**src/rtl/multicycle_control_unit.sv**
```systemverilog
// Multicycle MIPS control FSM: sequences FETCH/DECODE/EXEC/MEM/WB and drives the shared-ALU,
// single-memory datapath with configurable memory wait states, optional BNE and illegal-op flag.
module multicycle_control_unit #(
  parameter int unsigned MEM_LAT  = 2,
  parameter bit          BNE_EN   = 1'b1,
  parameter int unsigned OPCODE_W = 6
) (
  input  logic                clk,
  input  logic                rst_n,
  input  logic [OPCODE_W-1:0] Opcode,
  input  logic                Zero,
  output logic                PCWrite,
  output logic                PCWriteCond,
  output logic                BranchNe,
  output logic                IorD,
  output logic                MemRead,
  output logic                MemWrite,
  output logic                IRWrite,
  output logic                MemtoReg,
  output logic                RegDst,
  output logic                RegWrite,
  output logic                ALUSrcA,
  output logic [1:0]          ALUSrcB,
  output logic [1:0]          ALUOp,
  output logic [1:0]          PCSource,
  output logic                InstrDone,
  output logic                Illegal,
  output logic [3:0]          State
);

  typedef enum logic [3:0] {
    StFetch  = 4'd0,
    StDecode = 4'd1,
    StMemAdr = 4'd2,
    StMemRd  = 4'd3,
    StMemWb  = 4'd4,
    StMemWr  = 4'd5,
    StExec   = 4'd6,
    StRwb    = 4'd7,
    StBeq    = 4'd8,
    StAddiEx = 4'd9,
    StAddiWb = 4'd10,
    StJump   = 4'd11,
    StBne    = 4'd12
  } state_e;

  localparam logic [5:0] OpRtype = 6'b000000;
  localparam logic [5:0] OpJ     = 6'b000010;
  localparam logic [5:0] OpBeq   = 6'b000100;
  localparam logic [5:0] OpBne   = 6'b000101;
  localparam logic [5:0] OpAddi  = 6'b001000;
  localparam logic [5:0] OpLw    = 6'b100011;
  localparam logic [5:0] OpSw    = 6'b101011;

  localparam logic [3:0] CntLast = 4'(MEM_LAT);

  state_e     r_state;
  state_e     w_state_next;
  logic [3:0] r_cnt;
  logic [3:0] w_cnt_next;
  logic [5:0] w_op;
  logic       w_hi_zero;
  logic       w_last;
  logic       w_unused_zero;

  assign w_op   = Opcode[5:0];
  assign w_last = (r_cnt == CntLast);

  // The branch decision is made in the datapath; the FSM only selects the condition.
  assign w_unused_zero = Zero;

  // Any set bit above the 6-bit decoded field makes the opcode unsupported.
  if (OPCODE_W > 6) begin : g_hi_bits
    assign w_hi_zero = ~|Opcode[OPCODE_W-1:6];
  end else begin : g_no_hi_bits
    assign w_hi_zero = 1'b1;
  end

  always_ff @(posedge clk) begin
    if (!rst_n) begin
      r_state <= StFetch;
      r_cnt   <= '0;
    end else begin
      r_state <= w_state_next;
      r_cnt   <= w_cnt_next;
    end
  end

  always_comb begin
    w_state_next = r_state;
    w_cnt_next   = '0;
    PCWrite      = 1'b0;
    PCWriteCond  = 1'b0;
    BranchNe     = 1'b0;
    IorD         = 1'b0;
    MemRead      = 1'b0;
    MemWrite     = 1'b0;
    IRWrite      = 1'b0;
    MemtoReg     = 1'b0;
    RegDst       = 1'b0;
    RegWrite     = 1'b0;
    ALUSrcA      = 1'b0;
    ALUSrcB      = 2'b00;
    ALUOp        = 2'b00;
    PCSource     = 2'b00;
    InstrDone    = 1'b0;
    Illegal      = 1'b0;
    State        = r_state;

    case (r_state)
      StFetch: begin
        MemRead = 1'b1;
        ALUSrcB = 2'b01;
        if (w_last) begin
          IRWrite      = 1'b1;
          PCWrite      = 1'b1;
          w_state_next = StDecode;
        end else begin
          w_cnt_next = r_cnt + 4'd1;
        end
      end
      StDecode: begin
        // Precompute the branch target into ALUOut while the opcode is decoded.
        ALUSrcB      = 2'b11;
        w_state_next = StFetch;
        if (!w_hi_zero) begin
          Illegal = 1'b1;
        end else begin
          case (w_op)
            OpLw, OpSw: w_state_next = StMemAdr;
            OpRtype:    w_state_next = StExec;
            OpBeq:      w_state_next = StBeq;
            OpBne: begin
              if (BNE_EN) w_state_next = StBne;
              else        Illegal      = 1'b1;
            end
            OpJ:        w_state_next = StJump;
            OpAddi:     w_state_next = StAddiEx;
            default:    Illegal      = 1'b1;
          endcase
        end
      end
      StMemAdr: begin
        ALUSrcA = 1'b1;
        ALUSrcB = 2'b10;
        if (w_hi_zero && (w_op == OpLw))      w_state_next = StMemRd;
        else if (w_hi_zero && (w_op == OpSw)) w_state_next = StMemWr;
        else                                  w_state_next = StFetch;
      end
      StMemRd: begin
        MemRead = 1'b1;
        IorD    = 1'b1;
        if (w_last) w_state_next = StMemWb;
        else        w_cnt_next   = r_cnt + 4'd1;
      end
      StMemWb: begin
        RegWrite     = 1'b1;
        MemtoReg     = 1'b1;
        InstrDone    = 1'b1;
        w_state_next = StFetch;
      end
      StMemWr: begin
        MemWrite = 1'b1;
        IorD     = 1'b1;
        if (w_last) begin
          InstrDone    = 1'b1;
          w_state_next = StFetch;
        end else begin
          w_cnt_next = r_cnt + 4'd1;
        end
      end
      StExec: begin
        ALUSrcA      = 1'b1;
        ALUOp        = 2'b10;
        w_state_next = StRwb;
      end
      StRwb: begin
        RegWrite     = 1'b1;
        RegDst       = 1'b1;
        InstrDone    = 1'b1;
        w_state_next = StFetch;
      end
      StBeq, StBne: begin
        ALUSrcA      = 1'b1;
        ALUOp        = 2'b01;
        PCWriteCond  = 1'b1;
        PCSource     = 2'b01;
        InstrDone    = 1'b1;
        BranchNe     = (r_state == StBne);
        w_state_next = StFetch;
      end
      StJump: begin
        PCWrite      = 1'b1;
        PCSource     = 2'b10;
        InstrDone    = 1'b1;
        w_state_next = StFetch;
      end
      StAddiEx: begin
        ALUSrcA      = 1'b1;
        ALUSrcB      = 2'b10;
        w_state_next = StAddiWb;
      end
      StAddiWb: begin
        RegWrite     = 1'b1;
        InstrDone    = 1'b1;
        w_state_next = StFetch;
      end
      default: w_state_next = StFetch;
    endcase

    if (!rst_n) begin
      {PCWrite, PCWriteCond, BranchNe, IorD, MemRead, MemWrite, IRWrite, MemtoReg, RegDst,
       RegWrite, ALUSrcA, ALUSrcB, ALUOp, PCSource, InstrDone, Illegal, State} = '0;
    end
  end

endmodule
```
**config.mk**
```make
export PLATFORM = sky130hd
export DESIGN_NAME = multicycle_control_unit
export DESIGN_NICKNAME = d
export VERILOG_FILES = /design/src/rtl/multicycle_control_unit.sv
export SDC_FILE = /design/constraint.sdc
export NUM_CORES = 1
export LEC_CHECK = 0
export ABC_AREA = 1
export CORE_MARGIN = 1
export CORE_UTILIZATION = 45
export CTS_CLUSTER_DIAMETER = 30
export DETAILED_ROUTE_END_ITERATION = 7
export PLACE_DENSITY = 0.81
export SYNTH_ARGS = -nofsm -noshare
export SYNTH_HDL_FRONTEND = slang
export SYNTH_SLANG_ARGS = --single-unit
```
**constraint.sdc**
```tcl
create_clock -name clk -period 2.6 [get_ports clk]
set_input_delay 0.26 -clock clk [delete_from_list [all_inputs] [get_ports clk]]
set_output_delay 0.26 -clock clk [all_outputs]
set_load 0.05 [all_outputs]
```
# --- Word level (Yosys, flattened, before mapping) ---
# Index checks and enable logic that the tools add are counted.
totals:
  elab_cells: 83
  input_bits: 9
  reg_bits: 8
  output_inout_bits: 23
classes:
  addsub: 1
  reduce_logical: 14
  muxes: 42
  bitwise_logic: 2
  eq_ne: 22
ops:
  columns: ["operator", "n"]
  rows:
  - ["one-hot mux 4 bit (7 select lines)", 1]
  - ["two-way mux 1 bit", 26]
  - ["one-hot mux 4 bit (6 select lines)", 1]
  - ["equality test 4 bit (second input constant)", 5]
  - ["equality test 4 x 3 -> 1 bit (second input constant)", 4]
  - ["two-way mux 4 bit", 4]
  - ["equality test 4 x 2 -> 1 bit (second input constant)", 3]
  - ["equality test 6 x 3 -> 1 bit (second input constant)", 2]
  - ["equality test 6 bit (second input constant)", 2]
  - ["OR reduction 2 bit", 5]
  - ["OR reduction 3 bit", 3]
  - ["one-hot mux 2 bit (2 select lines)", 2]
  - ["OR reduction 7 bit", 1]
  - ["equality test 6 x 2 -> 1 bit (second input constant)", 1]
  - ["equality test 6 x 4 -> 1 bit (second input constant)", 1]
  - ["zero test 6 bit", 1]
  - ["two-way mux 2 bit", 3]
  - ["two-way mux 3 bit", 2]
  - ["!= test 2 bit (second input constant)", 3]
  - ["one-hot mux 2 bit (3 select lines)", 1]
  - ["OR reduction 6 bit", 1]
  - ["OR reduction 5 bit", 1]
  - ["adder 4 x 1 -> 4 bit (second input constant)", 1]
  - ["equality test 4 x 1 -> 1 bit (second input constant)", 1]
  - ["other kinds (4)", 6]

# --- Longest topological paths before layout ---
# Gate-level depths: netlist of the first run.
depth:
  depth_word: 5
  depth_mapped: 10
  mapped_depth_nobuf: 10

# --- Worst setup path before layout of the first run ---
# Ideal clock, no wire load.
synth_path:
  path_type: "flip-flop to output port"
  from: "register r_state[1]"
  to: "output port Illegal"
  path_stages_with_launch: 7
  t_required_ns: 2.340
  n_path_buf: 1
  slack_ns: 0.458
  arrival_time_ns: 1.882
  path_cell_list: "dfxtp_1 -> buf_6 -> inv_2 -> nand2_2 -> nor2_2 -> nand2_1 -> nor3_1"
synth_between:
  elab_chain_cells: 3
synth_lines:
  columns: ["item", "line", "source"]
  rows:
  - ["start: declaration", "57", "state_e r_state;"]
  - ["start signal: assignment", "81", "r_state <= StFetch;"]
  - ["start signal: assignment", "84", "r_state <= w_state_next;"]
  - ["equality test 4 x 1 -> 1 bit", "110", "case (r_state)"]
  - ["two-way mux 1 bit", "110", null]
  - ["two-way mux 1 bit", "211", "if (!rst_n) begin"]
  - ["end: declaration", "27", "output logic Illegal,"]
# Every way passes these cells.

# --- Worst setup path in the final report of the first run ---
layout_path:
  from: "input port rst_n"
  to: "output port PCWriteCond"
layout_between:
  elab_chain_cells: 1
layout_lines:
  columns: ["item", "line", "source"]
  rows:
  - ["start: declaration", "9", "input logic rst_n,"]
  - ["two-way mux 1 bit", "211", null]
  - ["end: declaration", "13", "output logic PCWriteCond,"]
# Every way passes these cells.

==> out/results.ini, run 1 <==
[status]
outcome=completed

[clocking]
cts.sink_count=8
clock_latency_ns=0.25
path_clk_slew_ns=0.05
root_buffer=clkbuf_4
cts_max_path_buffers=2
htree_levels=1
cts_setup_buffers=0
cts_buffers=3
hold_buffers=0
cts_tree=yes

[power]
swShare=0.4465
intPower_w=0.0003316
pwr-share-comb=0.556
seq_power_share=0.296
ir_drop_uv=417.1
powerDensity_mw_per_mm2=447.5
switchingPower_w=0.0002675
p_leak_nw=0.6795
clock_power_share=0.148

[global_route]
grt_pass1_wl_mm=3.305
grt_max_degree=17
grt_overflow=0
grt_pass1_vias=867
antenna_found_initial=0
grt.total_usage=0.2216

[critical_path]
critPathBufInv=4
reg2reg_slack_ns=1.23
cp.required_ns=2.34
path_max_fanout=16
timing.rr.start=r_state[1]
worstSetupPathType=in2out
start_kind=input pin
ff2ff_path_depth=8
arrival_ns=1.87
cp_slowest_cell=clkdlybuf4s50_1
cpPeakStageDelay_ns=0.64
timing.rr.end=r_cnt[0]
cp_top_family=buffers and inverters
cp-end-kind=output pin
path_cells=clkdlybuf4s50_1, clkinv_1, buf_4, nor2_1, buf_12

[logic_synthesis]
synthTopCellsByCount=nand2_1, nor2_1, inv_1
syn_inst=153
synth-edff-count=0
ys.flop_type=dfxtp_1
synth_cell_types=23
synth-seq-cells=8
synth_fp_nets=164
synth.area.top_cells=nand2_1, dfxtp_1, nor2_1
synthArstFlopShare=0
yosysWarnings=0
yosysTopAreaCell=nand2_1
yosysMostFrequentCell=nand2_1
yosysSeqAreaShare=0.1888
synth_top_area_frac=0.1947
syn_area_sq_um=848.3
avgSynthCellArea_sq_um=5.545

[route]
met2WireLength_mm=1.047
drtAntennaViolNets=0
drc=0
vias=989
dr.pass1.iters=4
drt_wl_total_mm=1.986
highest_layer=met4
wl_per_cell_um=9.594
met1Wirelength_um=847
drt_iter0_markers=34
wl_met3_um=71
viasPerCell=4.778

[sta]
relSlewSlack=0.6657
clock.fmax_mhz=469.5
drv_slew=0
clock_skew_ns=0.004757
fin_setup_tns_ns=0
rsz0062_at_grt=no
fin_crit_ns=2.130
setup_viol=0
setup_slack_ns=0.4699
min_period_over_period=0.8193
hold_viol=0
worst_slew_pin_slew_ns=0.5000

[final_layout]
area_growth_pct=57.82
nets=195
seq_area_sq_um=160.2
drive_gt1_frac=0.2143
diodes=0
final.fill_count=144
fin_area_sq_mm=0.001339
multi_input_area_sq_um=553.0

[place]
dpl_cell_area_sq_mm=0.001314
pre_cts_ws_ns=0.4405
gp_congestion=0.8519
hpwl_mm=1.709
portBuffers=30

[floorplanning]
die_h_um=45.42
ios=32
fp-row-count=15
die_w_um=45.42
die_area_sq_mm=0.002063
core_area_sq_mm=0.001745
start_util=0.4860

[worst_hold_path]
min_from=r_cnt[0]
hp-class=reg2reg
whs_path_depth=1
worstHoldEndpoint=r_cnt[0]

[flow_run]
max_cap_viol_count=0

logic make-up after synthesis:
family / synth area share
flops: 0.1888
fa+ha+maj: 0.02949
xor+xnor: 0.02065
simple gates: 0.5531
buf+inv: 0.1593
compound gates: 0.04867
registers in the layout (all words and copies together), names as in the netlist:
signal	cells
r_state	4
r_cnt	4
final cells by class:
| type | instances | share of cell area |
|---|---|---|
| sequential | 8 | 0.1196 |
| multi-input combinational | 115 | 0.4131 |
| inverter | 25 | 0.07009 |
| timing repair buffer | 31 | 0.3570 |
| tap | 25 | 0.02336 |
| clock buffer | 3 | 0.01682 |
worst max path at each step:
| stage | from | endpoint | slack [ns] | cells after the start |
|---|---|---|---|---|
| floorplan | r_state[1] | Illegal | 0.46 | 6 |
| global placement | rst_n | InstrDone | 0.44 | 4 |
| detailed placement | rst_n | InstrDone | 0.44 | 4 |
| CTS | r_state[3] | InstrDone | 0.16 | 7 |
| global route | r_state[3] | InstrDone | 0.37 | 7 |
| finish | rst_n | PCWriteCond | 0.47 | 5 |
power by group through the flow:
stage	combinational [W]	clock (W)	sequential (W)
after floorplan	0.000241	0	0.000165
after global placement	0.000326	0	0.000178
after detailed placement	0.000334	0	0.000180
after CTS	0.000336	0.0000943	0.000177
after global routing	0.000364	0.000104	0.000180
final	0.000333	0.0000889	0.000177
stage by stage:
stage	hold slack, ns	utilization	total power [W]	instances
after detailed placement	0.4549	0.7527	0.0005141	204
after global routing	0.4755	0.7670	0.0006484	207
after floorplan	0.4296	-	0.0004060	153
after global placement	0.4443	0.7527	0.0005039	204
after CTS	0.4657	0.7656	0.0006072	207
final	0.4696	0.7670	0.0005991	207
cells in the final DEF, fill, tap and decap left out:
master / count
nor3_4: 1
clkbuf_4: 3
clkinv_1: 1
dfxtp_1: 8
nand4_1: 2
and2_1: 1
nor2_1: 28
buf_4: 2
inv_1: 19
xor2_1: 1
nand2_2: 4
nor3_1: 4
clkdlybuf4s50_1: 11
nor2_2: 4
inv_2: 5
nand2_1: 44
nor2_4: 3
nand3_1: 12
o21ai_0: 1
dlymetal6s2s_1: 1
xnor2_1: 1
a31oi_1: 1
a21oi_1: 6
buf_12: 17
ha_1: 2
metal layers:
layer / global-route usage / up-vias
met2: 0.3943 / 27
met3: 0.03175 / 2
met4: 0.1455 / 0
li1: - / 528
met5: 0 / -
met1: 0.2403 / 432
what timing repair did:
item | CTS | global route
hold endpoints to repair | 0 | 0
setup endpoints to repair | 0 | 1
resized for setup | 0 | 1
Note: power is estimated with default switching activity, not from simulation.
==> run 2: changes to the inputs <==
--- a/config.mk
+++ b/config.mk
@@ -7,10 +7,10 @@
 export LEC_CHECK = 0
 export ABC_AREA = 1
 export CORE_MARGIN = 1
-export CORE_UTILIZATION = 45
+export CORE_UTILIZATION = 43
 export CTS_CLUSTER_DIAMETER = 30
 export DETAILED_ROUTE_END_ITERATION = 7
-export PLACE_DENSITY = 0.81
+export PLACE_DENSITY = 0.78
 export SYNTH_ARGS = -nofsm -noshare
 export SYNTH_HDL_FRONTEND = slang
 export SYNTH_SLANG_ARGS = --single-unit
==> constraint.sdc (replaced) <==
create_clock -name clk -period 2.1 [get_ports clk]
set_input_delay 0.21 -clock clk [delete_from_list [all_inputs] [get_ports clk]]
set_output_delay 0.21 -clock clk [all_outputs]
set_load 0.05 [all_outputs]
==> run 2 against run 1 <==
Against the previous run:
- cell area increased by 5.0%
- count of clock-buffer cells in the layout unchanged
- clock skew fell by 0.0031 ns
- global-route usage rose by 0.28 points
- critical path type is now reg2out
- largest cell class unchanged
==> out/results.ini, run 2 (synthesis results as in run 1) <==
[final_layout]
diodes=0  ; unchanged
area_growth_pct=65.78
final_cell_mix=nand2_1, nor2_1, buf_12, inv_1, nand3_1
finalCoreUtilization=0.7888  ; +0.02175
mostFrequentLayoutCell=nand2_1
fin_area_sq_mm=0.001406  ; +5.0%
reg_top3=r_cnt: 4 flops, r_state: 4 flops
final.fill_count=140  ; -2.8%
nets=196  ; +0.51%
drive_gt1_frac=0.2459  ; +0.03162

[sta]
relSlewSlack=0.7544  ; +0.08874
fin_crit_ns=1.956
clock_skew_ns=0.001627  ; -0.003130 ns
worst_slew_pin_slew_ns=0.3679  ; -0.1320 ns
setup_slack_ns=0.1442  ; -0.3257 ns
drv_slew=0  ; unchanged
hold_viol=0  ; unchanged
clock.fmax_mhz=511.3
setup_viol=0  ; unchanged
min_period_over_period=0.9313
rsz0062_at_grt=no
fin_setup_tns_ns=0  ; unchanged

[critical_path]
cp-end-kind=output pin
setup.worst_path.start=r_state[0]
cp.required_ns=1.89  ; -0.45 ns
worstSetupPathType=reg2out
arrival_ns=1.75  ; -0.12 ns
timing.rr.start=r_state[0]
path_max_fanout=8  ; -8
start_kind=flop

[global_route]
grt_max_degree=19  ; +2
grt_pass1_wl_mm=3.463  ; +4.8%
grt.total_usage=0.2244  ; +0.002777
grt_pass1_vias=873  ; +0.69%
antenna_found_initial=0  ; unchanged
grt_overflow=0  ; unchanged

[route]
vias=1037  ; +4.9%
dr.pass1.iters=4  ; unchanged
drt_iter0_markers=16  ; -53%
wl_per_cell_um=10.08  ; +5.0%
drt_wl_total_mm=2.096  ; +5.5%
drc=0  ; unchanged
drtAntennaViolNets=0  ; unchanged
viasPerCell=4.986  ; +4.3%

[floorplanning]
die_h_um=46.42  ; +2.2%
die_w_um=46.42  ; +2.2%
die_area_sq_mm=0.002154  ; +4.4%
core_area_sq_mm=0.001783  ; +2.2%
start_util=0.4758  ; -0.01023
fp-row-count=15  ; unchanged
ios=32  ; unchanged

[place]
portBuffers=30  ; unchanged
hpwl_mm=1.812  ; +6.0%
gp_congestion=0.7911  ; -7.1%
pre_cts_ws_ns=0.3365  ; -0.1041 ns
dpl_cell_area_sq_mm=0.001384  ; +5.3%

[flow_run]
max_cap_viol_count=0  ; unchanged

[worst_hold_path]
min_from=r_cnt[0]
hp-class=reg2reg

[clocking]
cts_tree=yes
cts_buffers=3  ; unchanged
root_buffer=clkbuf_4
path_clk_slew_ns=0.05  ; about the same
clock_latency_ns=0.24  ; about the same
hold_buffers=0  ; unchanged
cts_setup_buffers=0  ; unchanged
cts.sink_count=8  ; unchanged
cts_max_path_buffers=2  ; unchanged
htree_levels=1  ; unchanged
cts_resized=0  ; unchanged

[power]
p_leak_nw=0.6924  ; +1.9%
powerDensity_mw_per_mm2=543.9  ; +22%
ir_drop_uv=614.0  ; +47%
p_total_w=0.0007649  ; +28%

[status]
outcome=completed

==> run 2: final cells by class <==
cell class                      instances  area, sq um  area share
Sequential cell                         8        160.2      0.1139
Inverter                               25        93.84     0.06673
Timing Repair Buffer                   32        545.5      0.3879
Clock buffer                            3        22.52     0.01601
Multi-Input combinational cell        115        553.0      0.3932
Tap cell                               25        31.28     0.02224
==> run 2: worst paths after layout <==
kind / end / slack [ns] / cells after the start
hold reg to reg: r_cnt[0] / 0.47 / 1
setup / recovery: Illegal / 0.14 / 5
hold / removal: r_cnt[0] / 0.47 / 1
setup reg to reg: r_cnt[0] / 0.73 / 8
==> run 2: power by group <==
group	leakage, nW	switching (W)	internal [W]
Sequential	0.0651	0.0000397	0.000183
Combinational	0.613	0.000255	0.000179
Clock	0.0138	0.0000444	0.0000648
Total	0.692	0.000339	0.000426
==> run 2: worst max-delay path, stage by stage, from the launching register on <==
cell and delay (ns):
dfxtp_1 0.53, nand2_2 0.16, nor2_2 0.23, nand2_1 0.07, nor3_1 0.32, buf_12 0.18
==> run 2: through the flow <==
| step | instances | hold WS [ns] |
|---|---|---|
| floorplan | 153 | 0.4296 |
| global placement | 205 | 0.4444 |
| detailed placement | 205 | 0.4597 |
| CTS | 208 | 0.4696 |
| global route | 208 | 0.4996 |
| finish | 208 | 0.4694 |
==> run 2: routing by layer <==
| metal | vias up | global-route usage | part of all wire |
|---|---|---|---|
| li1 | 526 | - | - |
| met1 | 464 | 0.2710 | 0.42 |
| met2 | 39 | 0.3833 | 0.51 |
| met3 | 8 | 0.02353 | 0.041 |
| met4 | 0 | 0.1176 | 0.023 |
| met5 | - | 0 | 0 |
==> run 3: changes to the inputs <==
--- a/config.mk
+++ b/config.mk
@@ -6,7 +6,6 @@
 export NUM_CORES = 1
 export LEC_CHECK = 0
 export ABC_AREA = 1
-export CORE_MARGIN = 1
 export CORE_UTILIZATION = 43
 export CTS_CLUSTER_DIAMETER = 30
 export DETAILED_ROUTE_END_ITERATION = 7
==> results of run 3 <==
Final layout, timing and power as in run 2 (identical DEF).
